==> config.mk <==
export PLATFORM = sky130hd
export DESIGN_NAME = lap_timer_ctrl
export DESIGN_NICKNAME = d
export VERILOG_FILES = /design/src/rtl/timer_pkg.sv /design/src/rtl/lap_ptr_ctrl.sv /design/src/rtl/lap_timer_ctrl.sv
export SDC_FILE = /design/constraint.sdc
export NUM_CORES = 1
export LEC_CHECK = 0
export CORE_UTILIZATION = 40
export CTS_BUF_LIST = sky130_fd_sc_hd__clkbuf_4
export DETAILED_ROUTE_END_ITERATION = 10
export DONT_BUFFER_PORTS = 1
export PLACE_DENSITY_LB_ADDON = 0.1
export SYNTH_ARGS = -nofsm -noshare
export SYNTH_HDL_FRONTEND = slang
export SYNTH_SLANG_ARGS = --single-unit
==> constraint.sdc <==
create_clock -name clk -period 4.7 [get_ports clk]
set_input_delay 0 -clock clk [delete_from_list [all_inputs] [get_ports clk]]
set_output_delay 0 -clock clk [all_outputs]
set_load 0.01 [all_outputs]
==> src/rtl/timer_pkg.sv <==
// ---------------------------------------------------------------------------
// timer_pkg
// Shared definitions for the lap timer controller: the controller state
// encoding and the display mux select codes.
// No ports; imported by lap_timer_ctrl and lap_ptr_ctrl.
// ---------------------------------------------------------------------------
package timer_pkg;

    // Controller states (Moore machine)
    typedef enum logic [2:0] {
        MODE_SELECT = 3'd0,
        CLEAR       = 3'd1,
        STOP_WATCH  = 3'd2,
        SAVE        = 3'd3,
        CYCLE       = 3'd4,
        INPUT       = 3'd5,
        TIMER       = 3'd6,
        TIME_UP     = 3'd7
    } state_t;

    // Display mux select codes
    localparam logic [1:0] SEL_MODE  = 2'b00;
    localparam logic [1:0] SEL_WATCH = 2'b01;
    localparam logic [1:0] SEL_LAPS  = 2'b10;
    localparam logic [1:0] SEL_TIMER = 2'b11;

endpackage

==> src/rtl/lap_ptr_ctrl.sv <==
// ---------------------------------------------------------------------------
// lap_ptr_ctrl
// Keeps track of the lap memory: where the next lap is written (wr_ptr),
// which stored lap is being displayed (rd_ptr) and how many slots hold a
// valid lap (lap_count, saturating at LAP_DEPTH).
// Ports:
//   clk, rst     clock and asynchronous active-high reset
//   save         store a lap this cycle (advance wr_ptr, bump lap_count)
//   cycle_enter  start browsing: point rd_ptr at the most recent lap
//   next         step rd_ptr to the previous stored lap
//   clr          start a new session: forget all stored laps
//   wr_ptr       next slot to write
//   rd_ptr       slot currently being read
//   lap_count    number of valid laps stored
// ---------------------------------------------------------------------------
module lap_ptr_ctrl
    import timer_pkg::*;
#(
    parameter int LAP_DEPTH = 4,
    parameter int PTR_W     = $clog2(LAP_DEPTH),
    parameter int CNT_W     = $clog2(LAP_DEPTH + 1)
) (
    input  logic             clk,
    input  logic             rst,
    input  logic             save,
    input  logic             cycle_enter,
    input  logic             next,
    input  logic             clr,
    output logic [PTR_W-1:0] wr_ptr,
    output logic [PTR_W-1:0] rd_ptr,
    output logic [CNT_W-1:0] lap_count
);

    localparam logic [CNT_W-1:0] FULL = CNT_W'(LAP_DEPTH);

    logic [PTR_W-1:0] last_slot;

    // Until the memory fills, laps occupy slots 0..lap_count-1, so the
    // oldest-to-newest wrap point is lap_count-1. Once full this equals
    // LAP_DEPTH-1, which is the natural modulo wrap.
    assign last_slot = PTR_W'(lap_count - CNT_W'(1));

    // Pointer and count registers. Browsing only steps when there is more
    // than one lap to step between.
    always_ff @(posedge clk or posedge rst) begin
        if (rst) begin
            wr_ptr    <= '0;
            rd_ptr    <= '0;
            lap_count <= '0;
        end else begin
            if (clr) begin
                wr_ptr    <= '0;
                lap_count <= '0;
            end else if (save) begin
                wr_ptr <= wr_ptr + PTR_W'(1);
                if (lap_count != FULL) begin
                    lap_count <= lap_count + CNT_W'(1);
                end
            end

            if (cycle_enter) begin
                rd_ptr <= (lap_count == '0) ? '0 : wr_ptr - PTR_W'(1);
            end else if (next && (lap_count > CNT_W'(1))) begin
                rd_ptr <= (rd_ptr == '0) ? last_slot : rd_ptr - PTR_W'(1);
            end
        end
    end

endmodule

==> src/rtl/lap_timer_ctrl.sv <==
// ---------------------------------------------------------------------------
// lap_timer_ctrl
// Control unit for a stopwatch / lap memory / countdown timer. Sequences the
// datapath counter, the lap memory strobes, the display mux and the alarm.
// Ports:
//   clk, rst           clock and asynchronous active-high reset
//   pb0, pb1           debounced single-cycle button pulses
//   tick               1 Hz single-cycle enable
//   count_zero         datapath counter is zero
//   clear, enable, enable_increment, enable_decrement   counter controls
//   read, write, addr  lap memory strobes and address
//   output_select      display mux select
//   alarm              time-up indicator
// ---------------------------------------------------------------------------
module lap_timer_ctrl
    import timer_pkg::*;
#(
    parameter int LAP_DEPTH   = 4,
    parameter int ALARM_TICKS = 30
) (
    input  logic       clk,
    input  logic       rst,
    input  logic       pb0,
    input  logic       pb1,
    input  logic       tick,
    input  logic       count_zero,
    output logic       clear,
    output logic       enable,
    output logic       enable_increment,
    output logic       enable_decrement,
    output logic       read,
    output logic       write,
    output logic [1:0] addr,
    output logic [1:0] output_select,
    output logic       alarm
);

    localparam int PTR_W = $clog2(LAP_DEPTH);
    localparam int CNT_W = $clog2(LAP_DEPTH + 1);
    localparam int ALM_W = $clog2(ALARM_TICKS + 1);

    state_t           state;
    state_t           next_state;
    logic [ALM_W-1:0] alarm_cnt;
    logic             alarm_done;
    logic [PTR_W-1:0] wr_ptr;
    logic [PTR_W-1:0] rd_ptr;
    logic [CNT_W-1:0] lap_count;

    assign alarm_done = (alarm_cnt >= ALM_W'(ALARM_TICKS));

    lap_ptr_ctrl #(
        .LAP_DEPTH (LAP_DEPTH)
    ) u_lap_ptr (
        .clk         (clk),
        .rst         (rst),
        .save        (state == SAVE),
        .cycle_enter ((state == STOP_WATCH) && pb0),
        .next        ((state == CYCLE) && pb1 && !pb0),
        .clr         (state == CLEAR),
        .wr_ptr      (wr_ptr),
        .rd_ptr      (rd_ptr),
        .lap_count   (lap_count)
    );

    // State register
    always_ff @(posedge clk or posedge rst) begin
        if (rst) begin
            state <= MODE_SELECT;
        end else begin
            state <= next_state;
        end
    end

    // Alarm tick counter: held at zero outside TIME_UP so it always starts
    // from zero on entry, and stops once the limit is reached.
    always_ff @(posedge clk or posedge rst) begin
        if (rst) begin
            alarm_cnt <= '0;
        end else if (state != TIME_UP) begin
            alarm_cnt <= '0;
        end else if (tick && !alarm_done) begin
            alarm_cnt <= alarm_cnt + ALM_W'(1);
        end
    end

    // Next-state and output decode. Outputs are Moore except the counter
    // step enables, which pass the button/tick pulse straight through so
    // that each press or tick produces exactly one step.
    always_comb begin
        next_state       = state;
        clear            = 1'b0;
        enable           = 1'b0;
        enable_increment = 1'b0;
        enable_decrement = 1'b0;
        read             = 1'b0;
        write            = 1'b0;
        addr             = 2'b00;
        output_select    = SEL_MODE;
        alarm            = 1'b0;

        case (state)
            MODE_SELECT: begin
                clear         = 1'b1;
                output_select = SEL_MODE;
                if (pb0) begin
                    next_state = CLEAR;
                end else if (pb1) begin
                    next_state = INPUT;
                end
            end
            CLEAR: begin
                clear         = 1'b1;
                output_select = SEL_WATCH;
                next_state    = STOP_WATCH;
            end
            STOP_WATCH: begin
                enable        = 1'b1;
                output_select = SEL_WATCH;
                if (pb0) begin
                    next_state = CYCLE;
                end else if (pb1) begin
                    next_state = SAVE;
                end
            end
            SAVE: begin
                enable        = 1'b1;
                write         = 1'b1;
                addr          = 2'(wr_ptr);
                output_select = SEL_WATCH;
                next_state    = STOP_WATCH;
            end
            CYCLE: begin
                read          = 1'b1;
                addr          = 2'(rd_ptr);
                output_select = SEL_LAPS;
                if (pb0) begin
                    next_state = MODE_SELECT;
                end
            end
            INPUT: begin
                output_select    = SEL_TIMER;
                enable_increment = pb0;
                if (pb1 && !count_zero) begin
                    next_state = TIMER;
                end
            end
            TIMER: begin
                output_select    = SEL_TIMER;
                enable_decrement = tick;
                if (count_zero) begin
                    next_state = TIME_UP;
                end else if (pb0) begin
                    next_state = MODE_SELECT;
                end
            end
            TIME_UP: begin
                output_select = SEL_TIMER;
                alarm         = 1'b1;
                if (pb0 || alarm_done) begin
                    next_state = MODE_SELECT;
                end
            end
            default: begin
                next_state = MODE_SELECT;
            end
        endcase
    end

endmodule
==> results of run 1 <==
sequential cells by signal, indices dropped and copies added (netlist names):
| register | count |
|---|---|
| u_lap_ptr.wr_ptr | 2 |
| state | 3 |
| alarm_cnt | 5 |
| u_lap_ptr.rd_ptr | 2 |
| u_lap_ptr.lap_count | 3 |
how the worst min path moves through the flow:
stage / startpoint / endpoint / depth (start not counted)
CTS: pb0 / state[1]$_DFFE_PP0P_ / 2
detailed placement: rst / u_lap_ptr.lap_count[0]$_DFFE_PP0P_ / 1
global route: pb0 / state[1]$_DFFE_PP0P_ / 2
global placement: rst / u_lap_ptr.lap_count[0]$_DFFE_PP0P_ / 1
floorplan: rst / alarm_cnt[0]$_DFFE_PP0P_ / 1
finish: pb0 / state[1]$_DFFE_PP0P_ / 2
cell type report:
| type | instances | area [um2] | area share [%] |
|---|---|---|---|
| repair buffers | 5 | 50.0 | 4.52 |
| inverters | 7 | 26.3 | 2.38 |
| well taps | 28 | 35.0 | 3.17 |
| multi-input cells | 86 | 589 | 53.3 |
| flip-flops and latches | 15 | 375 | 33.9 |
| clock buffers | 4 | 30.0 | 2.71 |
worst register-to-register path: cells and delay by family (launching register included):
kind / cells / cell delay [ps]
AND/OR/NAND/NOR: 1 / 170
AO/OA/AOI/OAI: 3 / 790
adder cells (fa/ha/maj): 1 / 190
buffers and inverters: 2 / 620
flip-flops: 1 / 380
repair_timing:
action,in CTS,in global routing
setup endpoints to repair,0,0
hold buffers,5,0
hold endpoints to repair,22,0
Yosys cell counts, types with 2 or more instances:
library cell | count | area (um2)
a21oi_1 | 7 | 35.0
nor2_1 | 10 | 37.5
nand2_1 | 4 | 15.0
a32oi_1 | 2 | 17.5
nand3_1 | 3 | 15.0
nor2b_1 | 3 | 18.8
inv_1 | 7 | 26.3
nand2b_1 | 7 | 43.8
xor2_1 | 3 | 26.3
o21ai_0 | 7 | 35.0
and3_1 | 4 | 25.0
and2_1 | 3 | 18.8
ha_1 | 5 | 62.6
or2_2 | 2 | 12.5
a22o_1 | 4 | 35.0
clkbuf_1 | 4 | 15.0
dfrtp_1 | 15 | 375
a31oi_1 | 2 | 12.5
nor3_1 | 3 | 15.0
cells by family after synthesis:
kind of cell    count (synthesis)  synth area share, %
buf+inv                        11                 4.10
fa+ha+maj                       5                 6.22
simple gates                   45                 25.9
flops                          15                 37.3
xor+xnor                        4                 3.48
compound gates                 31                 21.9
mux                             1                 1.12
power by group through the flow:
stage | sequential, W | clock, W | combinational (W)
2_1_floorplan | 0.000215 | 0 | 0.000254
3_3_place_gp | 0.000258 | 0 | 0.000257
3_5_place_dp | 0.000262 | 0 | 0.000259
4_1_cts | 0.000259 | 0.0000876 | 0.000274
5_1_grt | 0.000270 | 0.0000950 | 0.000307
6_report | 0.000259 | 0.0000849 | 0.000273
per-layer routing:
metal	vias to the layer above	global-route usage, %	share of wire, %
li1	419	-	-
met1	402	25.7	53
met2	12	28.4	43
met3	2	4.09	3.3
met4	0	6.58	0.56
met5	-	0	0
metrics by stage:
step | hold WS (ps) | power, W | cells
global route | 19.3 | 0.000672 | 145
CTS | 7.81 | 0.000620 | 145
detailed placement | 6.87 | 0.000520 | 136
global placement | 1.24 | 0.000515 | 136
floorplan | -98.5 | 0.000469 | 112
finish | 10.5 | 0.000616 | 145
layout by cell type (no fill, tap or decap), types with 2 or more instances in the layout:
| cell type | netlist | final |
|---|---|---|
| inv_1 | 7 | 7 |
| nor3_1 | 3 | 3 |
| xor2_1 | 3 | 3 |
| nor2b_1 | 3 | 3 |
| nand2b_1 | 7 | 7 |
| a32oi_1 | 2 | 2 |
| and2_1 | 3 | 3 |
| dfrtp_1 | 15 | 15 |
| a22o_1 | 4 | 4 |
| and3_1 | 4 | 4 |
| clkbuf_4 | 0 | 4 |
| or2_2 | 2 | 2 |
| a21oi_1 | 7 | 7 |
| nand3_1 | 3 | 3 |
| nor2_1 | 10 | 10 |
| dlygate4sd3_1 | 0 | 5 |
| ha_1 | 5 | 5 |
| o21ai_0 | 7 | 7 |
| nand2_1 | 4 | 4 |
| a31oi_1 | 2 | 2 |
==> results.py, run 1 <==
metrics = {
    "timing": {
        "setup_ws_ps": 2510,
        "max_freq_mhz": 456,
        "rsz0062_at_grt": "no",
        "setup_tns_ps": 0,
        "min_period_over_period_pct": 46.7,
        "finalHoldViolCount": 0,
        "fin_worst_skew_ps": 2.77,
        "max-slew-margin-rel_pct": 57.9,
        "period_needed_ps": 2190,
        "drv_slew": 0,
        "worstMarginPinSlew_ps": 631,
        "setup_viol": 0,
    },
    "worst_setup_path": {
        "crit_slowest_cell": "dlygate4sd3_1",
        "critPathKind": "register to register",
        "crit_cells": 7,
        "reg2reg_to": "state[0]$_DFFE_PP0P_",
        "r2r_start": "alarm_cnt[0]$_DFFE_PP0P_",
        "crit_family": "compound AO/OA/AOI/OAI gates",
        "worstPathArrival_ps": 2430,
        "cp_slowest_stage_delay_ps": 540,
        "cp_cell_sequence": "inv_1 > ha_1 > o2111ai_1 > nand4b_1 > o221ai_1 > o41a_1 > dlygate4sd3_1",
        "r2r_slack_ps": 2510,
        "crit_start": "alarm_cnt[0]$_DFFE_PP0P_",
        "cp_max_fo": 7,
        "cp-end-kind": "register",
        "crit_end": "state[0]$_DFFE_PP0P_",
        "cp-start-kind": "register",
        "path_buf_inv": 2,
        "required_ps": 4930,
        "reg2regPathDepth": 7,
    },
    "power": {
        "p_switching_w": 0.000275,
        "netSwitchingFraction_pct": 44.6,
        "peakVddDrop_uv": 393,
        "clkPwrFrac_pct": 13.8,
        "p_seq_share_pct": 42.0,
        "comb_power_share_pct": 44.3,
        "p_leak_nw": 0.493,
        "power.density_nw_per_um2": 557,
        "cell_internal_pwr_w": 0.000341,
    },
    "routing": {
        "drt-pass1-iter-count": 4,
        "drc": 0,
        "vias": 835,
        "first_iter_violations": 21,
        "routedWlPerCell_um": 14.8,
        "antenna_left": 0,
        "routed_wl_um": 2150,
        "post_drt_via_cell_ratio": 5.76,
    },
    "synthesis": {
        "syn-cell-area_um2": 1010,
        "synth_area_per_cell_um2": 8.98,
        "async_flop_share_pct": 100,
        "synth_nets": 123,
        "syn_inst": 112,
        "ys_ff_latch": 15,
        "ys.flop_type": "dfrtp_1",
        "yosysSeqAreaShare_pct": 37.3,
        "ys_types": 36,
        "yosysWarnings": 0,
        "synth_edf_count": 0,
    },
    "cells_and_area": {
        "syn_to_final_growth_pct": 9.95,
        "drive_gt1_share_pct": 8.55,
        "nNetsFinal": 129,
        "final_core_util_pct": 48.1,
        "final_cell_area_um2": 1110,
        "antenna_cells": 0,
        "fillCellCount": 236,
    },
    "job": {
        "maxCapViolations": 0,
    },
    "floorplan": {
        "die_w_um": 52.2,
        "ios": 17,
        "die_h_um": 52.2,
        "core.rowCount": 17,
        "core_area_um2": 2300,
        "start_util_pct": 43.8,
        "dieArea_um2": 2720,
    },
    "clock_network": {
        "postCtsSetupBuffers": 0,
        "cts_root_buf": "clkbuf_4",
        "cts.sinks": 15,
        "clock_path_buffers": 2,
        "postCtsResizedCells": 0,
        "clkTransAtPathRegs_ps": 100,
        "cts_tree": "built",
        "cts_made_buffers": 3,
        "clock_latency_ps": 290,
        "htreeDepth": 1,
    },
    "place": {
        "dp_slack_ps": 2770,
        "place_area_um2": 1030,
        "hpwl_um": 1490,
        "routabilityCongestion": 0.736,
        "io_buffers": 0,
    },
    "grt": {
        "antenna_found_initial": 0,
        "track_usage_pct": 18.6,
        "grt_max_degree": 17,
        "overflow": 0,
        "grt_pass1_vias": 810,
        "grt_pass1_wl_um": 3680,
    },
    "worst_hold_path": {
        "min_path_type": "input pin to register",
    },
    "outcome": {
        "status": "complete, no violations",
    },
}
(Power assumes the default switching activity.)
==> inputs of run 2 (changes only) <==
ABC_AREA = 1   (was unset)
clock period = 1.9 ns   (was 4.7 ns; I/O delays follow)
==> results.py, run 2 <==
metrics = {
    "power": {
        "clkPwrFrac_pct": 12.6,
        "p_switching_w": 0.000870,
        "netSwitchingFraction_pct": 52.7,
        "comb_power_share_pct": 53.2,
        "p_seq_share_pct": 34.2,
        "cell_internal_pwr_w": 0.000782,
        "p_leak_nw": 0.643,
        "peakVddDrop_uv": 651,
        "power.density_nw_per_um2": 1330,
    },
    "timing": {
        "setup_viol": 0,
        "setup_tns_ps": 0,
        "period_needed_ps": 1760,
        "min_period_over_period_pct": 92.5,
        "max-slew-margin-rel_pct": 60.2,
        "finalHoldViolCount": 0,
        "worstMarginPinSlew_ps": 596,
        "rsz0062_at_grt": "no",
        "fin_worst_skew_ps": 2.77,
        "drv_slew": 0,
        "max_freq_mhz": 569,
    },
    "cells_and_area": {
        "fin_cells": 196,
        "final_common_cell": "nand2_1",
        "largestRegisters": "alarm_cnt x5, state x3, u_lap_ptr.lap_count x3",
        "fillCellCount": 293,
        "final_core_util_pct": 45.4,
        "layout_common_cells": "43 x nand2_1, 19 x inv_1, 17 x nor2_1",
        "syn_to_final_growth_pct": 7.71,
        "nNetsFinal": 177,
        "largest_reg_flops": 5,
        "antenna_cells": 0,
        "top_register": "alarm_cnt",
        "drive_gt1_share_pct": 15.2,
    },
    "synthesis": {
        "ys_top_cells_by_area": "dfrtp_1 33%, nand2_1 14%, inv_1 6.2%, nor2_1 5.5%, ha_1 5.4%",
        "ys_ff_latch": 15,
        "synth_top_cells_by_count": "43 x nand2_1, 19 x inv_1, 17 x nor2_1",
        "ys.flop_type": "dfrtp_1",
        "ys_types": 32,
        "yosysWarnings": 0,
        "yosysSeqAreaShare_pct": 32.6,
        "syn-cell-area_um2": 1150,
        "syn_inst": 159,
        "synth_nets": 170,
        "yosysMostFrequentCell": "nand2_1",
        "yosysTopAreaCell": "dfrtp_1",
        "synth_area_per_cell_um2": 7.25,
        "yosysTopAreaCellShare_pct": 32.6,
        "synth_edf_count": 0,
        "async_flop_share_pct": 100,
    },
    "worst_setup_path": {
        "crit_start": "state[0]$_DFFE_PP0P_",
        "crit_slowest_cell": "dfrtp_1",
        "r2r_slack_ps": 360,
        "cp-end-kind": "output pin",
        "r2r_start": "alarm_cnt[0]$_DFFE_PP0P_",
        "cp_max_fo": 10,
        "worstPathArrival_ps": 1760,
        "cp-start-kind": "register",
        "cp_slowest_stage_delay_ps": 620,
        "critPathKind": "register to output pin",
        "cp_cell_sequence": "clkinv_2 > nor2_4 > inv_2 > o22ai_1",
        "reg2regPathDepth": 8,
        "reg2reg_to": "alarm_cnt[1]$_DFFE_PP0P_",
        "required_ps": 1900,
    },
    "routing": {
        "drt-pass1-iter-count": 4,
        "routedWlPerCell_um": 13.2,
        "routed_wl_um": 2590,
        "drc": 0,
        "first_iter_violations": 39,
        "post_drt_via_cell_ratio": 5.33,
        "antenna_left": 0,
        "vias": 1044,
    },
    "grt": {
        "grt_pass1_vias": 974,
        "grt_max_degree": 16,
        "overflow": 0,
        "track_usage_pct": 18.3,
        "antenna_found_initial": 0,
        "grt_pass1_wl_um": 4440,
    },
    "floorplan": {
        "ios": 17,
        "core.rowCount": 19,
        "die_h_um": 55.7,
        "dieArea_um2": 3100,
        "die_w_um": 55.7,
        "start_util_pct": 42.2,
        "core_area_um2": 2730,
    },
    "clock_network": {
        "htreeDepth": 1,
        "cts.sinks": 15,
        "clkTransAtPathRegs_ps": 110,
        "cts_root_buf": "clkbuf_4",
        "cts_tree": "built",
        "clock_latency_ps": 300,
        "postCtsResizedCells": 0,
        "clock_path_buffers": 2,
        "cts_made_buffers": 3,
    },
    "worst_hold_path": {
        "hp-start": "pb1",
        "min_path_type": "input pin to register",
        "hold-path-cell-count": 5,
        "holdPathEnd": "u_lap_ptr.rd_ptr[0]$_DFFE_PP0P_",
    },
    "place": {
        "io_buffers": 0,
        "placedCellCount": 189,
        "hpwl_um": 1920,
        "routabilityCongestion": 0.940,
    },
    "job": {
        "maxCapViolations": 0,
    },
    "outcome": {
        "status": "complete, no violations",
    },
}
[run 2: changes by cell type in the layout (fill, tap and decap cells not counted), moves of 3 or more]
cell      change
nand3_1       +8
nand4_1       +5
and3_1        -4
and2_1        -3
a22o_1        -4
nand2_1      +39
nor2b_1       -3
nor2_1        +7
nand2b_1      -7
inv_2         +3
a21oi_1       -6
inv_1        +12
[run 2: cell type report]
cell class / count / area (um2) / area share [%]
multi-input cells: 117 / 661 / 53.2
inverters: 24 / 93.8 / 7.56
repair buffers: 5 / 45.0 / 3.63
flip-flops and latches: 15 / 375 / 30.2
clock inverters: 1 / 5.00 / 0.403
well taps: 31 / 38.8 / 3.13
clock buffers: 3 / 22.5 / 1.81
[run 2: worst max path at each step]
stage                               end  slack [ps]
4_1_cts                         addr[0]         150
3_5_place_dp   alarm_cnt[1]$_DFFE_PP0P_         410
2_1_floorplan  alarm_cnt[1]$_DFFE_PP0P_         600
5_1_grt                         addr[1]         0.5
3_3_place_gp   alarm_cnt[1]$_DFFE_PP0P_         420
6_report                        addr[0]         140
[run 2: cells by family after synthesis]
family,synth area share (%)
flops,32.6
buf+inv,10.1
simple gates,39.4
compound gates,9.45
xor+xnor,3.04
fa+ha+maj,5.43
[run 2: metrics by stage]
step | area (um2) | setup WS [ps] | power, W | hold WS [ps]
3_3_place_gp | 1180 | 422 | 0.00142 | -2.85
3_5_place_dp | 1180 | 414 | 0.00144 | -0.00933
2_1_floorplan | 1150 | 599 | 0.00129 | -98.5
4_1_cts | 1240 | 145 | 0.00165 | 11.7
5_1_grt | 1240 | 0.518 | 0.00180 | 49.7
6_report | 1240 | 143 | 0.00165 | 14.7
[run 2: routing by layer]
metal  wire, um  track usage, %
met4         87            9.64
met1       1250            25.7
met2       1110            26.3
met3        139            3.72
met5          0               0
[run 2: worst max-delay path, delay by kind of cell, from the launching register on]
kind	cells	cell delay, ps
simple gates	1	240
compound gates	1	270
buf+inv	2	320
flops	1	620
[run 2: repair_timing]
action | 4_1_cts | 5_1_grt
endpoints found under the setup margin | 0 | 0
buffers inserted | 0 | 0
hold buffers | 3 | 0
endpoints found under the hold margin | 20 | 0
[run 2: power by group through the flow]
stage / logic, W / clock network [W] / registers, W
global route: 0.00100 / 0.000220 / 0.000585
floorplan: 0.000801 / 0 / 0.000488
finish: 0.000879 / 0.000208 / 0.000564
global placement: 0.000857 / 0 / 0.000565
CTS: 0.000878 / 0.000210 / 0.000567
detailed placement: 0.000868 / 0 / 0.000574
